**src/rtl/ahb_pkg.sv**
```systemverilog
// Shared AHB-Lite encodings plus burst helpers for the address-phase sequencer.
package ahb_pkg;

  typedef enum logic [1:0] {
    IDLE   = 2'b00,
    BUSY   = 2'b01,
    NONSEQ = 2'b10,
    SEQ    = 2'b11
  } trans_type;

  typedef enum logic [2:0] {
    SINGLE = 3'd0,
    INCR   = 3'd1,
    WRAP4  = 3'd2,
    INCR4  = 3'd3,
    WRAP8  = 3'd4,
    INCR8  = 3'd5,
    WRAP16 = 3'd6,
    INCR16 = 3'd7
  } burst_type;

  typedef enum logic [2:0] {
    BYTE      = 3'd0,
    HALF_WORD = 3'd1,
    WORD      = 3'd2,
    DWORD     = 3'd3,
    WORD4     = 3'd4,
    WORD8     = 3'd5,
    WORD16    = 3'd6,
    WORD32    = 3'd7
  } size_type;

  typedef enum logic [1:0] {
    G_IDLE   = 2'd0,
    G_ACTIVE = 2'd1,
    G_BSY    = 2'd2,
    G_ABORT  = 2'd3
  } gen_state;

  localparam int BOUNDARY_1KB = 1024;
  localparam int BEAT_W       = 5;

  // Undefined-length INCR takes its count from len; fixed bursts ignore it.
  function automatic logic [BEAT_W-1:0] burst_beats(burst_type burst, logic [BEAT_W-1:0] len);
    case (burst)
      SINGLE:        return BEAT_W'(1);
      INCR:          return len;
      WRAP4, INCR4:  return BEAT_W'(4);
      WRAP8, INCR8:  return BEAT_W'(8);
      default:       return BEAT_W'(16);
    endcase
  endfunction

endpackage

```
**src/rtl/ahb_next_addr.sv**
```systemverilog
// Combinational next-beat address for INCR/WRAP bursts, plus a flag when the
// step leaves the current BOUNDARY-sized region.
module ahb_next_addr
  import ahb_pkg::*;
#(
  parameter int ADDR_WIDTH = 32,
  parameter int BOUNDARY   = BOUNDARY_1KB
) (
  input  logic [ADDR_WIDTH-1:0] addr,
  input  logic [2:0]            burst,
  input  logic [2:0]            size,
  output logic [ADDR_WIDTH-1:0] next_addr,
  output logic                  boundary_cross
);

  localparam logic [ADDR_WIDTH-1:0] BND_MASK = ADDR_WIDTH'(BOUNDARY - 1);

  logic [ADDR_WIDTH-1:0] step;
  logic [ADDR_WIDTH-1:0] inc_addr;
  logic [ADDR_WIDTH-1:0] wrap_mask;

  always_comb begin
    step      = ADDR_WIDTH'(1) << size;
    inc_addr  = addr + step;
    wrap_mask = (ADDR_WIDTH'(burst_beats(burst_type'(burst), BEAT_W'(0))) << size) - ADDR_WIDTH'(1);
    if (burst inside {WRAP4, WRAP8, WRAP16})
      next_addr = (addr & ~wrap_mask) | (inc_addr & wrap_mask);
    else
      next_addr = inc_addr;
    boundary_cross = (next_addr & ~BND_MASK) != (addr & ~BND_MASK);
  end

endmodule

```
**src/rtl/ahb_burst_addr_gen.sv**
```systemverilog
// AHB-Lite master address-phase sequencer: one burst per req handshake, NONSEQ one cycle after accept.
// Outputs hold while HREADY=0; req_ready only in IDLE, so a new burst always follows at least one IDLE cycle.
module ahb_burst_addr_gen
  import ahb_pkg::*;
#(
  parameter int ADDR_WIDTH   = 32,
  parameter int DATA_WIDTH   = 32,
  parameter int MAX_INCR_LEN = 16,
  parameter int BOUNDARY     = BOUNDARY_1KB,
  localparam int LEN_W       = $clog2(MAX_INCR_LEN) + 1
) (
  input  logic                  HCLK,
  input  logic                  HRESETn,
  input  logic                  req_valid,
  output logic                  req_ready,
  input  logic [ADDR_WIDTH-1:0] req_addr,
  input  logic                  req_write,
  input  logic [2:0]            req_burst,
  input  logic [2:0]            req_size,
  input  logic [LEN_W-1:0]      req_len,
  input  logic                  beat_hold,
  input  logic                  HREADY,
  input  logic                  HRESP,
  output logic [ADDR_WIDTH-1:0] HADDR,
  output logic [1:0]            HTRANS,
  output logic                  HWRITE,
  output logic [2:0]            HSIZE,
  output logic [2:0]            HBURST,
  output logic                  done,
  output logic                  err
);

  gen_state              state;
  logic [BEAT_W-1:0]     cnt;
  logic [BEAT_W-1:0]     beats;
  logic                  xing;

  logic [ADDR_WIDTH-1:0] nxt_addr;
  logic                  nxt_cross_raw;
  logic                  nxt_cross;
  logic                  last_beat;

  logic [ADDR_WIDTH-1:0] req_bytes;
  logic [ADDR_WIDTH-1:0] req_span;
  logic [ADDR_WIDTH-1:0] req_off;
  logic [BEAT_W-1:0]     req_beats;
  logic                  req_legal;

  ahb_next_addr #(
    .ADDR_WIDTH (ADDR_WIDTH),
    .BOUNDARY   (BOUNDARY)
  ) u_next (
    .addr           (HADDR),
    .burst          (HBURST),
    .size           (HSIZE),
    .next_addr      (nxt_addr),
    .boundary_cross (nxt_cross_raw)
  );

  // Only undefined-length INCR may cross; fixed bursts are rejected up front if they would.
  assign nxt_cross = nxt_cross_raw && (HBURST == INCR);
  assign last_beat = (cnt == beats - BEAT_W'(1));
  assign req_ready = (state == G_IDLE);

  always_comb begin
    req_bytes = ADDR_WIDTH'(1) << req_size;
    req_beats = burst_beats(burst_type'(req_burst), BEAT_W'(req_len));
    req_span  = ADDR_WIDTH'(req_beats) << req_size;
    req_off   = req_addr & ADDR_WIDTH'(BOUNDARY - 1);
    req_legal = 1'b1;
    if ((req_addr & (req_bytes - ADDR_WIDTH'(1))) != '0)
      req_legal = 1'b0;
    if (req_bytes > ADDR_WIDTH'(DATA_WIDTH / 8))
      req_legal = 1'b0;
    if ((req_burst == INCR) && ((req_len == '0) || (req_len > LEN_W'(MAX_INCR_LEN))))
      req_legal = 1'b0;
    if ((req_burst inside {INCR4, INCR8, INCR16}) && (req_off + req_span > ADDR_WIDTH'(BOUNDARY)))
      req_legal = 1'b0;
  end

  always_ff @(posedge HCLK) begin
    if (!HRESETn) begin
      state  <= G_IDLE;
      HADDR  <= '0;
      HTRANS <= IDLE;
      HWRITE <= 1'b0;
      HSIZE  <= BYTE;
      HBURST <= SINGLE;
      done   <= 1'b0;
      err    <= 1'b0;
      cnt    <= '0;
      beats  <= '0;
      xing   <= 1'b0;
    end else begin
      done <= 1'b0;
      err  <= 1'b0;
      unique case (state)
        G_IDLE: begin
          if (req_valid) begin
            if (!req_legal) begin
              err <= 1'b1;
            end else begin
              HADDR  <= req_addr;
              HTRANS <= NONSEQ;
              HWRITE <= req_write;
              HSIZE  <= req_size;
              HBURST <= req_burst;
              beats  <= req_beats;
              cnt    <= '0;
              state  <= G_ACTIVE;
            end
          end
        end
        G_ACTIVE: begin
          if (HRESP && !HREADY) begin
            HTRANS <= IDLE;
            err    <= 1'b1;
            state  <= G_ABORT;
          end else if (HREADY) begin
            cnt <= cnt + BEAT_W'(1);
            if (last_beat) begin
              HTRANS <= IDLE;
              done   <= 1'b1;
              state  <= G_IDLE;
            end else begin
              HADDR <= nxt_addr;
              if (beat_hold) begin
                // Remember the crossing so the resumed beat still restarts as NONSEQ.
                HTRANS <= BUSY;
                xing   <= nxt_cross;
                state  <= G_BSY;
              end else begin
                HTRANS <= nxt_cross ? NONSEQ : SEQ;
              end
            end
          end
        end
        G_BSY: begin
          if (HRESP && !HREADY) begin
            HTRANS <= IDLE;
            err    <= 1'b1;
            state  <= G_ABORT;
          end else if (HREADY && !beat_hold) begin
            HTRANS <= xing ? NONSEQ : SEQ;
            state  <= G_ACTIVE;
          end
        end
        G_ABORT: begin
          if (HREADY)
            state <= G_IDLE;
        end
        default: state <= G_IDLE;
      endcase
    end
  end

endmodule

```
**config.mk**
```make
export PLATFORM = sky130hd
export DESIGN_NAME = ahb_burst_addr_gen
export DESIGN_NICKNAME = d
export VERILOG_FILES = /design/src/rtl/ahb_pkg.sv /design/src/rtl/ahb_next_addr.sv /design/src/rtl/ahb_burst_addr_gen.sv
export SDC_FILE = /design/constraint.sdc
export NUM_CORES = 1
export LEC_CHECK = 0
export CAP_MARGIN = 20
export CORE_UTILIZATION = 30
export CTS_BUF_LIST = sky130_fd_sc_hd__clkbuf_16
export DETAILED_ROUTE_END_ITERATION = 7
export PLACE_DENSITY_LB_ADDON = 0.2
export RECOVER_POWER = 50
export SYNTH_ARGS = -nofsm -noshare
export SYNTH_HDL_FRONTEND = slang
export SYNTH_SLANG_ARGS = --single-unit
export TNS_END_PERCENT = 5
```
**constraint.sdc**
```tcl
create_clock -name HCLK -period 9 [get_ports HCLK]
set_input_delay 0.9 -clock HCLK [delete_from_list [all_inputs] [get_ports HCLK]]
set_output_delay 0.9 -clock HCLK [all_outputs]
set_load 0.02 [all_outputs]
```
==> impl_metrics.yaml <==
finish:
  layout_common_cells: "nand2_1 (84), dfxtp_1 (56), o21ai_0 (51), a21oi_1 (49), clkdlybuf4s50_1 (48)"
  stdcell_area_um2: 6460
  regArea_um2: 1120
  final_common_cell: "nand2_1"
  finalNetCount: 870
  multiInputGateArea_um2: 3780
  n_antenna_cell: 0
  area_growth_pct: 23.0
  drive_gt1_share_pct: 5.82
  fillers: 1840
synth:
  synthCells: 731
  avgSynthCellArea_um2: 7.18
  syn_area_um2: 5250
  syn_nets: 810
  synth_edf_count: 0
  yosysWarnings: 0
  ys_seq_elements: 56
  synth.largest_area_cell: "dfxtp_1"
  yosysSeqAreaShare_pct: 21.4
  synth_area_leaders: "dfxtp_1 (21%), ha_1 (6.4%), nand2_1 (6.0%)"
  synth_ff_type: "dfxtp_1"
  async_reset_ff_share_pct: 0
  yosysUniqueCellTypes: 72
  synth_top_area_share_pct: 21.4
worst_setup_path:
  cp.arrival_ns: 6.10
  critPathKind: "input pin to flop"
  crit_path_end_kind: "flop"
  crit_chain: "dlygate4sd3_1 -> or2_2 -> a211oi_1 -> nor3b_1 -> fa_1 -> nor2_1 -> o2111ai_1 -> or4_1 -> or4_1 -> o311a_1 -> nor2_2 -> a311oi_1"
  critPathLaunch: "req_burst[1]"
  cpMostUsedCell: "or4_1"
  cp.required_ns: 9.13
  path_max_fanout: 20
  regToRegStartpoint: "HSIZE[2]"
  cpMaxStageDelayCell: "nor2_2"
  crit_path_start_kind: "input pin"
  cpPeakStageDelay_ns: 0.88
job:
  drv_cap: 1
sta:
  grt_setup_unrepaired: "false"
  max_freq_mhz: 168
  setup_tns_ns: 0
  slew-limit-headroom_pct: -25.1
  finalCriticalPeriod_ns: 5.97
  report.final.slew_viol_count: 40
  setup_viol: 0
  hold-worst-slack_ns: 0.461
  final.setup.worst_slack_ns: 3.03
  finalHoldViolations: 0
  finalClockSkew_ns: 0.00590
  finalCritPeriodShare_pct: 66.3
  worst_pin_slew_ns: 1.88
route:
  routed_wl_um: 18200
  ant_nets: 0
  post_drt_wl_per_cell_um: 18.0
  vias: 5826
  route.detailed.drc: 0
  via_per_inst: 5.76
  drtPass1Iterations: 4
  drt_iter0_drc: 369
power_and_ir_drop:
  p_sw_share_pct: 40.7
  clockPowerShare_pct: 22.4
  cellPowerDensity_nw_per_um2: 136
  vdd_drop_max_uv: 77.4
  p_leak_nw: 2.40
  power_frac_comb_pct: 43.4
  power.total_mw: 0.876
  pwr-share-seq_pct: 34.2
  power.switching_mw: 0.357
  p_int_mw: 0.519
global_routing:
  grt_pass1_wl_um: 29200
  grt_pass1_vias: 5340
  antenna_found_initial: 0
  grt_overflow: 0
  grt_max_degree: 61
  track_usage_pct: 20.2
floorplan:
  die_h_um: 134
  die_area_um2: 18000
  die_w_um: 134
  ioPinCount: 94
  initial_core_util_pct: 31.2
  fp-row-count: 47
  coreArea_um2: 16800
worst_hold_path:
  min_from: "HTRANS[1]"
  hold_path.class: "flop to flop"
place:
  gp_congestion: 0.839
  portBuffers: 93
  place_area_um2: 6340
  dpl.hpwl_um: 13000
  dp_slack_ns: 2.93
run_status:
  violations: "capacitance limit, slew limit"
  status: "finished with violations"
clocking:
  post-cts-setup-buffer-count: 0
  cts.sinks: 56
  ctsHtreeMaxLevel: 2
  root_buffer: "clkbuf_16"
  clock_path_buffers: 2
  cts_resized: 0
  hold_buffers: 0
  cts_made_buffers: 5
  path_clk_slew_ns: 0.07
  cts_tree: "yes"
  worstSkewPairLatency_ns: 0.31
==> final timing paths <==
| kind | end | slack, ns | cells past startpoint |
|---|---|---|---|
| hold / removal | HTRANS[1] | 0.46 | 2 |
| setup reg to reg | HADDR[19] | 5.28 | 10 |
| hold reg to reg | HTRANS[1] | 0.46 | 2 |
| setup / recovery | flop | 3.03 | 12 |
==> critical path: cells and delay by family <==
family / cells / cell delay, ns
simple gates: 6 / 2.84
compound gates: 4 / 1.18
buf+inv: 1 / 0.65
fa+ha+maj: 1 / 0.50
==> kinds of logic (layout without fill, tap and decap cells) <==
kind of cell | count (synthesis) | after routing | synth area share, %
simple gates | 264 | 264 | 24.9
compound gates | 274 | 274 | 36.2
buf+inv | 86 | 146 | 6.41
fa+ha+maj | 29 | 29 | 7.20
mux | 7 | 7 | 1.38
xor+xnor | 15 | 15 | 2.50
flops | 56 | 56 | 21.4
==> layout make-up <==
cell class,count,area share (%)
flip-flops and latches,56,17.4
well taps,220,4.26
multi-input cells,589,58.6
repair buffers,105,15.8
clock buffers,5,1.94
clock inverters,2,0.136
inverters,34,1.98
==> metrics by stage <==
stage          std cells  utilization, %
2_1_floorplan        731               -
3_3_place_gp        1004            37.7
3_5_place_dp        1004            37.7
4_1_cts             1011            38.5
5_1_grt             1011            38.4
6_report            1011            38.4
==> power by group through the flow <==
stage	Combinational (mW)	Sequential, mW	Clock, mW
finish	0.380	0.299	0.197
global route	0.415	0.303	0.210
CTS	0.391	0.300	0.203
detailed placement	0.390	0.306	0
global placement	0.389	0.306	0
floorplan	0.227	0.325	0
==> per-layer routing <==
metal | part of all wire, % | global-route usage (%) | wire length, um | vias to the layer above
met1 | 48 | 28.8 | 8760 | 2744
li1 | - | - | - | 2896
met2 | 45 | 32.0 | 8130 | 175
met4 | 1.1 | 4.74 | 191 | 0
met5 | 0 | 0 | 0 | -
met3 | 5.9 | 2.65 | 1060 | 11
==> synth_stat cells (10+ instances only) <==
cell type  instances
nand2_1           84
dfxtp_1           56
o21ai_0           51
a21oi_1           49
nor2_1            46
clkbuf_1          44
nand3_1           37
inv_1             33
a31oi_1           32
ha_1              27
nor3_1            22
a211oi_1          17
xnor2_1           12
nor2b_1           11
o22ai_1           11
o31ai_1           11
or4_1             11
a311oi_1          10
a31o_2            10
No activity file was read; power rests on OpenSTA's default activity.
